===== src/rtl/imm_ext_pipe.sv =====
// Immediate extender (zero/sign/shifted/upper-load) behind a two-entry output skid buffer.
// Define IMM_EXT_OVF_EN to add the out_ovf shift-overflow flag.
module imm_ext_pipe #(
    parameter int unsigned IN_W  = 12,
    parameter int unsigned OUT_W = 16,
    parameter int unsigned SHIFT = 1
) (
    input  logic             clk,
    input  logic             rst_n,
    input  logic             in_valid,
    output logic             in_ready,
    input  logic [IN_W-1:0]  in_imm,
    input  logic [1:0]       in_mode,
    output logic             out_valid,
    input  logic             out_ready,
    output logic [OUT_W-1:0] out_data,
`ifdef IMM_EXT_OVF_EN
    output logic             out_ovf,
`endif
    output logic [15:0]      xfer_cnt
);

    localparam int unsigned CNT_W  = 16;
    localparam int unsigned PAD_W  = OUT_W - IN_W;
    localparam int unsigned TOP_SH = OUT_W - 1 - SHIFT;

    localparam logic [1:0] MODE_ZERO  = 2'd0;
    localparam logic [1:0] MODE_SEXT  = 2'd1;
    localparam logic [1:0] MODE_SHL   = 2'd2;
    localparam logic [1:0] MODE_UPPER = 2'd3;

    logic signed [OUT_W-1:0] sext_c;
    logic [OUT_W-1:0]        res_c;
    logic                    in_xfer_c;
    logic                    out_xfer_c;
    logic                    out_load_c;

    logic                    skid_full;
    logic [OUT_W-1:0]        skid_data;

    logic                    out_valid_nxt;
    logic [OUT_W-1:0]        out_data_nxt;
    logic                    skid_full_nxt;
    logic [OUT_W-1:0]        skid_data_nxt;
    logic [CNT_W-1:0]        cnt_nxt;

`ifdef IMM_EXT_OVF_EN
    logic signed [OUT_W-1:0] top_c;
    logic                    res_ovf_c;
    logic                    skid_ovf;
    logic                    out_ovf_nxt;
    logic                    skid_ovf_nxt;
`endif

    // Extension datapath, evaluated on the offered immediate
    always_comb begin
        sext_c = OUT_W'($signed(in_imm));
        res_c  = OUT_W'(in_imm);
        case (in_mode)
            MODE_ZERO:  res_c = OUT_W'(in_imm);
            MODE_SEXT:  res_c = sext_c;
            MODE_SHL:   res_c = sext_c << SHIFT;
            MODE_UPPER: res_c = OUT_W'(in_imm) << PAD_W;
            default:    res_c = OUT_W'(in_imm);
        endcase
`ifdef IMM_EXT_OVF_EN
        // Bits shifted out must all equal the new sign bit, else the value changed
        top_c     = sext_c >>> TOP_SH;
        res_ovf_c = (in_mode == MODE_SHL) && (top_c != '0) && (top_c != '1);
`endif
    end

    // Output/skid routing; skid only fills while the output register is stalled
    always_comb begin
        in_xfer_c     = in_valid && in_ready;
        out_xfer_c    = out_valid && out_ready;
        out_load_c    = !out_valid || out_ready;
        out_valid_nxt = out_valid;
        out_data_nxt  = out_data;
        skid_full_nxt = skid_full;
        skid_data_nxt = skid_data;
        cnt_nxt       = out_xfer_c ? xfer_cnt + CNT_W'(1) : xfer_cnt;
`ifdef IMM_EXT_OVF_EN
        out_ovf_nxt   = out_ovf;
        skid_ovf_nxt  = skid_ovf;
`endif
        if (out_load_c) begin
            if (skid_full) begin
                out_valid_nxt = 1'b1;
                out_data_nxt  = skid_data;
                skid_full_nxt = 1'b0;
`ifdef IMM_EXT_OVF_EN
                out_ovf_nxt   = skid_ovf;
`endif
            end else if (in_xfer_c) begin
                out_valid_nxt = 1'b1;
                out_data_nxt  = res_c;
`ifdef IMM_EXT_OVF_EN
                out_ovf_nxt   = res_ovf_c;
`endif
            end else begin
                out_valid_nxt = 1'b0;
            end
        end else if (in_xfer_c) begin
            skid_full_nxt = 1'b1;
            skid_data_nxt = res_c;
`ifdef IMM_EXT_OVF_EN
            skid_ovf_nxt  = res_ovf_c;
`endif
        end
    end

    always_ff @(posedge clk) begin
        if (!rst_n) begin
            out_valid <= 1'b0;
            out_data  <= '0;
            skid_full <= 1'b0;
            skid_data <= '0;
            in_ready  <= 1'b1;
            xfer_cnt  <= '0;
`ifdef IMM_EXT_OVF_EN
            out_ovf   <= 1'b0;
            skid_ovf  <= 1'b0;
`endif
        end else begin
            out_valid <= out_valid_nxt;
            out_data  <= out_data_nxt;
            skid_full <= skid_full_nxt;
            skid_data <= skid_data_nxt;
            in_ready  <= !skid_full_nxt;
            xfer_cnt  <= cnt_nxt;
`ifdef IMM_EXT_OVF_EN
            out_ovf   <= out_ovf_nxt;
            skid_ovf  <= skid_ovf_nxt;
`endif
        end
    end

endmodule


===== config.mk =====
export PLATFORM = sky130hd
export DESIGN_NAME = imm_ext_pipe
export DESIGN_NICKNAME = d
export VERILOG_FILES = /design/src/rtl/imm_ext_pipe.sv
export SDC_FILE = /design/constraint.sdc
export NUM_CORES = 1
export LEC_CHECK = 0
export ABC_AREA = 1
export ABC_CLOCK_PERIOD_IN_PS = 3280
export CORE_MARGIN = 2
export CORE_UTILIZATION = 54
export DETAILED_ROUTE_END_ITERATION = 10
export MAX_ROUTING_LAYER = met4
export PLACE_DENSITY = 0.88
export SYNTH_ARGS = -nofsm -noshare
export SYNTH_HDL_FRONTEND = slang
export SYNTH_SLANG_ARGS = --single-unit
export TNS_END_PERCENT = 100

===== constraint.sdc =====
create_clock -name clk -period 3.28 [get_ports clk]
set_clock_uncertainty 0.1 [all_clocks]
set_input_delay 0.656 -clock clk [delete_from_list [all_inputs] [get_ports clk]]
set_output_delay 0.656 -clock clk [all_outputs]
set_load 0.05 [all_outputs]

==> out/summary.txt, run 1 <==
Row count: 24
Synth-to-layout area growth: 26.8%
Final Hold Fails: 0
Grt ovf: 0
Avg Cell Area, Syn: 7.15 sq um
R2r worst-path depth: 7
Via count: 2,357
Maximum clock path buffer count: 2
Top cell type's share of synthesized area: 43.0%
Port Buf Inserts: 51
Worst slew pin tran: 516 ps
Initial Util: 55.3%
Clock-pin transition on the worst setup and hold timing paths: 100 ps
Post-layout minimum cycle time: 2370 ps
RSZ-0062 raised after global routing: no
Antenna-violating nets left: 0
Post-route cell area: 0.00301 sq mm
Synth Instances: 332
Vias per inst: 5.46
Distinct cells, synth: 31
Fraction of registers with async set/reset: 0%
FF-to-FF End: out_data[1]$_SDFFE_PN0P_
R2R setup slack: 1530 ps
Post-Route WL: 5730 microns
Fill count: 375
Post-CTS Setup Repair Bufs: 0
Count leader, synth: nand2_1
Max-Cap Viols: 0
Critical path cell sequence: clkdlybuf4s50_1
Share of layout cells above drive strength 1: 6.32%
Post-synthesis sequential area ratio: 43.0%
HP Start: skid_data[0]$_SDFFE_PN0P_
CTS Hold Bufs: 0
Hold path endpoint: out_data[0]$_SDFFE_PN0P_
Crit. End Element: primary output
Gr usage total: 25.4%
Critical Path Slowest Stage Cell: clkdlybuf4s50_1
Top Family by Delay on Critical Path: buffers and inverters
Largest stage delay, worst path: 840 ps
Synthesis Warnings: 0
Worst reg2reg path startpoint: skid_full$_SDFF_PN0_
PD cells: 481 mW/mm^2
Syn Std Cell Area: 0.00237 sq mm
Drt drc: 0
Final design utilization: 70.1%
First-pass detailed-route iteration total: 5
Max-slew headroom: 65.5%
Die footprint: 0.00494 sq mm
Power Total: 1450 uW
Vias in the first global route: 2,183
Post-synth top area cell: dfxtp_1
Iteration-0 DRC Markers: 208
Routability Congestion: 0.888
Startpoint Class: register
Data arrival, critical path: 1610 ps
Synth cell count leaders: 62 x nand2_1, 58 x nor2_1, 51 x dfxtp_1
Number of synthesized flops with an enable pin: 0
Yosys reg bits: 51
Critical Path Fanout Max: 6
Max frequency: 422 MHz
Die Y: 70.3 microns
Core ar.: 0.00429 sq mm
Ant. Diodes: 0
Post-CTS Resized: 0
HPWL Detailed: 3970 microns
Num Clock Sinks: 51
First-pass GRT wire length: 9900 microns
P_leak: 0.00125 uW
Crit path kind: register to primary output
Net count, final: 398
WHS Path Cells: 2
Worst min path class: register to register
IO Pins: 52
Final slew viol count: 0
Setup violations, final: 0
Placed Area: 0.00288 sq mm
Area contributors post-synth: dfxtp_1 43%, nand2_1 9.8%, nor2_1 9.2%, a21oi_1 8.4%, o21ai_0 5.7%
Crit path buf inv count: 1
Final period util: 72.2%
Die width: 70.3 microns
Required @ worst endpoint: 2520 ps
VDD IR max: 0.346 mV
Total CTS buffers: 5
Initial antenna violation count: 0
H-tree levels: 2
Syn nets: 351
Setup TNS Final: 0 ps
Clk_lat worst skew: 320 ps
Largest net degree at the start of global routing: 33
Synth Flop Type: dfxtp_1
CTS tree: built
WL per Instance: 13.3 microns
Clock root buffer: clkbuf_8
Outcome: finished clean
-- flip-flops by register name, summed over array words and instances (netlist names) --
signal / flops
skid_full: 1
out_data: 16
xfer_cnt: 16
in_ready: 1
out_valid: 1
skid_data: 16
-- report_power, final --
part / switching, uW / internal, uW / total [uW]
clock: 214 / 305 / 519
combinational: 172 / 90.2 / 262
sequential: 16.5 / 649 / 665
total: 403 / 1040 / 1450
-- area by class of cell --
class                      instances  area [sq um]  area share [%]
timing repair buffer              53           526            17.5
inverter                          28           109            3.62
clock inverter                     2          60.1            2.00
clock buffer                       6          72.6            2.41
multi-input combinational        240          1160            38.4
sequential                        51          1020            33.9
tap                               52          65.1            2.16
-- through the flow --
stage / setup slack [ps] / cells / hold WS, ps
after floorplan: 1530 / 332 / 335
after global placement: 1010 / 424 / 347
after detailed placement: 934 / 424 / 369
after CTS: 913 / 432 / 386
after global routing: 843 / 432 / 404
final: 912 / 432 / 380
-- worst max path at each step --
stage | cells after the start | to | start
after floorplan | 8 | xfer_cnt[12]$_SDFFE_PN0P_ | xfer_cnt[1]$_SDFFE_PN0P_
after global placement | 7 | out_data[2]$_SDFFE_PN0P_ | in_mode[1]
final | 1 | xfer_cnt[9] | xfer_cnt[9]$_SDFFE_PN0P_
after detailed placement | 7 | out_data[2]$_SDFFE_PN0P_ | in_mode[1]
after CTS | 1 | xfer_cnt[2] | xfer_cnt[2]$_SDFFE_PN0P_
after global routing | 1 | xfer_cnt[2] | xfer_cnt[2]$_SDFFE_PN0P_
-- cell usage in the layout, fill, tap and decap left out, types with 3 or more instances in the layout --
cell type	count
nand2_1	62
dfxtp_1	51
clkbuf_8	5
a31oi_1	4
clkdlybuf4s50_1	51
nand4_1	4
a21oi_1	40
o22ai_1	3
inv_1	24
nand3_1	12
nor2_4	4
o21ai_1	9
nor2_1	58
o211ai_1	4
o21ai_0	27
o21a_1	3
-- logic make-up after synthesis --
logic type	synth area share [%]
AO/OA/AOI/OAI	20.4
AND/OR/NAND/NOR	27.4
adder cells (fa/ha/maj)	0.527
buffers and inverters	8.28
flip-flops	43.0
XOR/XNOR	0.369
-- layer usage --
metal | GRT usage [%] | routed length [microns] | up-vias
li1 | - | - | 1186
met1 | 31.2 | 2450 | 1084
met2 | 40.6 | 2810 | 78
met3 | 6.49 | 381 | 9
met4 | 8.97 | 85 | 0
met5 | - | 0 | -
Power figures use the tool's default switching activity.
==> inputs of run 2 (changes only) <==
- ABC_CLOCK_PERIOD_IN_PS: 3280 -> 2000
- CORE_UTILIZATION: 54 -> 45
- PLACE_DENSITY: 0.88 -> 0.79
- clock period: 3.28 -> 2 ns (I/O delays scaled with it)
==> out/summary.txt, run 2 (synthesis results as in run 1) <==
Largest net degree at the start of global routing: 30 (was 33)
Top Family by Delay on Critical Path: buffers and inverters (unchanged)
Commonest non-fill, non-tap cells in the layout: 62 x nand2_1, 58 x nor2_1, 51 x dfxtp_1 (was 62 x nand2_1, 58 x nor2_1, 51 x dfxtp_1, 51 x clkdlybuf4s50_1, 40 x a21oi_1)
Worst slew pin tran: 499 ps (was 516 ps)
R2r worst-path depth: 8 (was 7)
Largest regs: out_data x16, skid_data x16, xfer_cnt x16 (unchanged)
Worst reg2reg path startpoint: xfer_cnt[0]$_SDFFE_PN0P_ (was skid_full$_SDFF_PN0_)
Core ar.: 0.00511 sq mm (was 0.00429 sq mm)
Vias per inst: 5.08 (was 5.46)
Antenna-violating nets left: 0 (unchanged)
Most common cell after layout, fill and taps aside: nand2_1 (unchanged)
Outcome: finished clean (unchanged)
Port Buf Inserts: 51 (unchanged)
WL per Instance: 12.3 microns (was 13.3 microns)
Iteration-0 DRC Markers: 63 (was 208)
Placed Area: 0.00291 sq mm (was 0.00288 sq mm)
Initial antenna violation count: 0 (unchanged)
Max frequency: 512 MHz
Clk_lat worst skew: 310 ps (was 320 ps)
First-pass GRT wire length: 9930 microns (was 9900 microns)
CTS tree: built (unchanged)
Ant. Diodes: 0 (unchanged)
Share of layout cells above drive strength 1: 16.0% (was 6.32%)
First-pass detailed-route iteration total: 4 (was 5)
P_leak: 0.00133 uW (was 0.00125 uW)
Grt ovf: 0 (unchanged)
RSZ-0062 raised after global routing: no (unchanged)
FF-to-FF End: xfer_cnt[12]$_SDFFE_PN0P_ (was out_data[1]$_SDFFE_PN0P_)
Via count: 2,326 (was 2,357)
IO Pins: 52 (unchanged)
Die Y: 76.6 microns (was 70.3 microns)
Total CTS buffers: 5 (unchanged)
Setup TNS Final: 0 ps (unchanged)
Power Total: 2140 uW (was 1450 uW)
Final period util: 97.7%
Max-slew headroom: 66.6% (was 65.5%)
Critical Path Fanout Max: 2 (was 6)
Critical Path Start: out_data[6]$_SDFFE_PN0P_ (was xfer_cnt[9]$_SDFFE_PN0P_)
Vias in the first global route: 2,233 (was 2,183)
Data arrival, critical path: 1450 ps (was 1610 ps)
Die footprint: 0.00587 sq mm (was 0.00494 sq mm)
Post-route cell area: 0.00300 sq mm (was 0.00301 sq mm)
Crit path buf inv count: 1 (unchanged)
Critical path cell sequence: clkdlybuf4s50_1 (unchanged)
Setup violations, final: 0 (unchanged)
Crit path capture: out_data[6] (was xfer_cnt[9])
Routability Congestion: 0.834 (was 0.888)
Net count, final: 406 (was 398)
Clock root buffer: clkbuf_8 (unchanged)
Worst min path class: register to register (unchanged)
Crit. End Element: primary output (unchanged)
Num Clock Sinks: 51 (unchanged)
Required @ worst endpoint: 1500 ps (was 2520 ps)
Final slew viol count: 0 (unchanged)
Synth-to-layout area growth: 26.5% (was 26.8%)
Drt drc: 0 (unchanged)
Largest stage delay, worst path: 800 ps (was 840 ps)
R2R setup slack: 580 ps (was 1530 ps)
Gr usage total: 20.9% (was 25.4%)
Startpoint Class: register (unchanged)
Final design utilization: 58.8% (was 70.1%)
CTS Hold Bufs: 0 (unchanged)
VDD IR max: 0.407 mV (was 0.346 mV)
Crit path kind: register to primary output (unchanged)
H-tree levels: 2 (unchanged)
Max-Cap Viols: 0 (unchanged)
Critical Path Slowest Stage Cell: clkdlybuf4s50_1 (unchanged)
Critical path depth in cells: 1 (unchanged)
Final hold slack: 363 ps (was 380 ps)
HPWL Detailed: 4120 microns (was 3970 microns)
Row count: 26 (was 24)
Initial Util: 46.5% (was 55.3%)
Post-Route WL: 5640 microns (was 5730 microns)
Fill count: 494 (was 375)
Clock-pin transition on the worst setup and hold timing paths: 100 ps (about the same)
Post-CTS Setup Repair Bufs: 0 (unchanged)
Maximum clock path buffer count: 2 (unchanged)
Final Hold Fails: 0 (unchanged)
PD cells: 713 mW/mm^2 (was 481 mW/mm^2)
Die width: 76.6 microns (was 70.3 microns)
Post-layout minimum cycle time: 1950 ps
run 2: worst min-delay path by stage:
stage                                          from                         to  slack (ps)  cells after the start
after floorplan           skid_data[0]$_SDFFE_PN0P_  skid_data[0]$_SDFFE_PN0P_         340                      2
after global placement    skid_data[0]$_SDFFE_PN0P_  skid_data[0]$_SDFFE_PN0P_         350                      2
after detailed placement  skid_data[0]$_SDFFE_PN0P_  skid_data[0]$_SDFFE_PN0P_         350                      2
after CTS                 skid_data[0]$_SDFFE_PN0P_  skid_data[0]$_SDFFE_PN0P_         360                      2
after global routing      skid_data[0]$_SDFFE_PN0P_   out_data[0]$_SDFFE_PN0P_         390                      2
final                     skid_data[0]$_SDFFE_PN0P_  skid_data[0]$_SDFFE_PN0P_         360                      2
run 2: report_power, final:
| part | leakage [uW] | total, uW | internal (uW) | switching, uW |
|---|---|---|---|---|
| sequential | 0.000416 | 1090 | 1060 | 27.7 |
| combinational | 0.000875 | 437 | 154 | 283 |
| clock | 0.0000408 | 613 | 251 | 362 |
| total | 0.00133 | 2140 | 1470 | 672 |
run 2: routing by layer:
metal	up-vias	share of wire [%]	global-route usage, %
li1	1205	-	-
met1	1059	48	26.5
met2	56	47	34.3
met3	6	3.7	3.32
met4	0	1.1	6.91
met5	-	0	-
run 2: layout make-up:
| class | count | area, sq um | area share, % |
|---|---|---|---|
| Clock buffer | 5 | 68.8 | 2.29 |
| Clock inverter | 3 | 23.8 | 0.792 |
| Inverter | 28 | 109 | 3.63 |
| Multi-Input combinational cell | 240 | 1160 | 38.5 |
| Sequential cell | 51 | 1020 | 34.0 |
| Tap cell | 70 | 87.6 | 2.92 |
| Timing Repair Buffer | 61 | 536 | 17.8 |
run 2: through the flow:
stage                     cells  worst slack (ps)
after floorplan             332               253
after global placement      450              79.6
after detailed placement    450              46.4
after CTS                   458              33.9
after global routing        458              1.34
final                       458              45.7
run 2: what timing repair did:
item,CTS,global route
gates resized for setup,2,0
setup endpoints to repair,2,0
endpoints found under the hold margin,0,0
==> inputs of run 3 (changes only) <==
- PLACE_DENSITY: 0.79 -> 0.8
==> out/summary.txt, run 3 (synthesis results as in run 1) <==
Outcome: finished clean (unchanged)
Critical path cell sequence: clkdlybuf4s50_1 (unchanged)
P_leak: 0.00140 uW (was 0.00133 uW)
H-tree levels: 2 (unchanged)
Clk_lat worst skew: 300 ps (was 310 ps)
Die footprint: 0.00587 sq mm (unchanged)
Num Clock Sinks: 51 (unchanged)
Most common cell after layout, fill and taps aside: nand2_1 (unchanged)
Largest regs: out_data x16, skid_data x16, xfer_cnt x16 (unchanged)
Data arrival, critical path: 1440 ps (was 1450 ps)
Vias in the first global route: 2,223 (was 2,233)
Critical Path Slowest Stage Cell: clkdlybuf4s50_1 (unchanged)
Sw frac: 29.0% (was 31.4%)
Fill count: 493 (was 494)
Worst setup margin: 62.9 ps (was 45.7 ps)
Final slew viol count: 0 (unchanged)
RSZ-0062 raised after global routing: no (unchanged)
Die width: 76.6 microns (unchanged)
Max-Cap Viols: 0 (unchanged)
Critical Path Fanout Max: 2 (unchanged)
Worst slew pin tran: 507 ps (was 499 ps)
Max-slew headroom: 66.2% (was 66.6%)
Grt ovf: 0 (unchanged)
Port Buf Inserts: 51 (unchanged)
FF+latch area: 0.00102 sq mm (unchanged)
P_sw: 646 uW (was 672 uW)
Post-route cell area: 0.00301 sq mm (was 0.00300 sq mm)
Setup TNS Final: 0 ps (unchanged)
Maximum clock path buffer count: 2 (unchanged)
Clock-pin transition on the worst setup and hold timing paths: 90 ps (was 100 ps)
Final period util: 96.9% (was 97.7%)
Post-Route WL: 5870 microns (was 5640 microns)
Largest net degree at the start of global routing: 20 (was 30)
CTS tree: built (unchanged)
WL per Instance: 12.8 microns (was 12.3 microns)
Crit. End Element: primary output (unchanged)
CTS Hold Bufs: 0 (unchanged)
Initial Util: 46.5% (unchanged)
Sequential Power Share: 49.2% (was 51.0%)
Comb pwr share: 19.4% (was 20.4%)
Crit path buf inv count: 1 (unchanged)
PD cells: 739 mW/mm^2 (was 713 mW/mm^2)
IO Pins: 52 (unchanged)
Die Y: 76.6 microns (unchanged)
Setup violations, final: 0 (unchanged)
Post-CTS Resized: 0 (was 2)
Internal: 1580 uW (was 1470 uW)
Antenna-violating nets left: 0 (unchanged)
Via count: 2,397 (was 2,326)
Iteration-0 DRC Markers: 92 (was 63)
Ant. Diodes: 0 (unchanged)
Post-CTS Setup Repair Bufs: 0 (unchanged)
HPWL Detailed: 4250 microns (was 4120 microns)
First-pass GRT wire length: 10,000 microns (was 9930 microns)
Commonest non-fill, non-tap cells in the layout: 62 x nand2_1, 58 x nor2_1, 51 x dfxtp_1 (unchanged)
Largest stage delay, worst path: 810 ps (was 800 ps)
Placed Area: 0.00289 sq mm (was 0.00291 sq mm)
First-pass detailed-route iteration total: 4 (unchanged)
Worst min path class: register to register (unchanged)
Top Family by Delay on Critical Path: buffers and inverters (unchanged)
Core ar.: 0.00511 sq mm (unchanged)
Required @ worst endpoint: 1500 ps (about the same)
Routability Congestion: 0.938 (was 0.834)
Clock power share: 31.4% (was 28.6%)
Crit path kind: register to primary output (unchanged)
Total CTS buffers: 5 (unchanged)
Vias per inst: 5.23 (was 5.08)
Drt drc: 0 (unchanged)
Initial antenna violation count: 0 (unchanged)
Row count: 26 (unchanged)
Startpoint Class: register (unchanged)
Net count, final: 407 (was 406)
VDD IR max: 0.494 mV (was 0.407 mV)
Clock root buffer: clkbuf_8 (unchanged)
Final Hold Fails: 0 (unchanged)
Placement Setup Slack: 56.7 ps (was 46.4 ps)
Area of the multi-input gates: 0.00116 sq mm (unchanged)
Synth-to-layout area growth: 26.8% (was 26.5%)
Share of layout cells above drive strength 1: 16.0% (unchanged)
Gr usage total: 21.1% (was 20.9%)
Max frequency: 516 MHz (was 512 MHz)
Post-layout minimum cycle time: 1940 ps (was 1950 ps)
run 3: changes by cell type in the layout (fill, tap and decap cells not counted), sizes merged:
cell and change:
clkdlybuf4s50 -2, dlymetal6s2s +4, dlygate4sd2 -2, buf +1
inv -1, bufinv +1, clkinvlp -1
run 3: per-stage QoR:
stage          hold slack, ps  power, uW  cells  utilization, %
6_report                  381       2220    458            58.9
4_1_cts                   375       2240    458            58.7
2_1_floorplan             335       1400    332               -
3_3_place_gp              350       1540    451            56.7
5_1_grt                   420       2320    458            58.9
3_5_place_dp              357       1550    451            56.7
run 3: layout make-up:
class	count	share of cell area (%)
timing repair buffer	62	17.6
multi-input combinational	240	38.4
clock inverter	2	1.25
clock buffer	5	2.29
tap	70	2.91
sequential	51	33.9
inverter	28	3.62
run 3: per-layer routing:
metal | vias to the layer above | wire length [microns] | global-route usage (%)
met3 | 6 | 308 | 4.27
met5 | - | 0 | -
met4 | 0 | 63 | 5.82
met2 | 83 | 2680 | 33.9
li1 | 1205 | - | -
met1 | 1103 | 2820 | 27.2
run 3: final timing paths:
check | start | slack (ps) | depth (start not counted) | to
setup / recovery | out_data[8]$_SDFFE_PN0P_ | 60 | 1 | out_data[8]
hold / removal | skid_data[0]$_SDFFE_PN0P_ | 380 | 2 | skid_data[0]$_SDFFE_PN0P_
setup reg to reg | skid_full$_SDFF_PN0_ | 550 | 6 | out_data[0]$_SDFFE_PN0P_
hold reg to reg | skid_data[0]$_SDFFE_PN0P_ | 380 | 2 | skid_data[0]$_SDFFE_PN0P_
run 3: power groups by stage:
stage	Sequential, uW	Clock, uW	Combinational (uW)
after CTS	1090	710	434
after detailed placement	1120	0	431
final	1090	699	432
after floorplan	1230	0	168
after global placement	1110	0	427
after global routing	1100	748	467
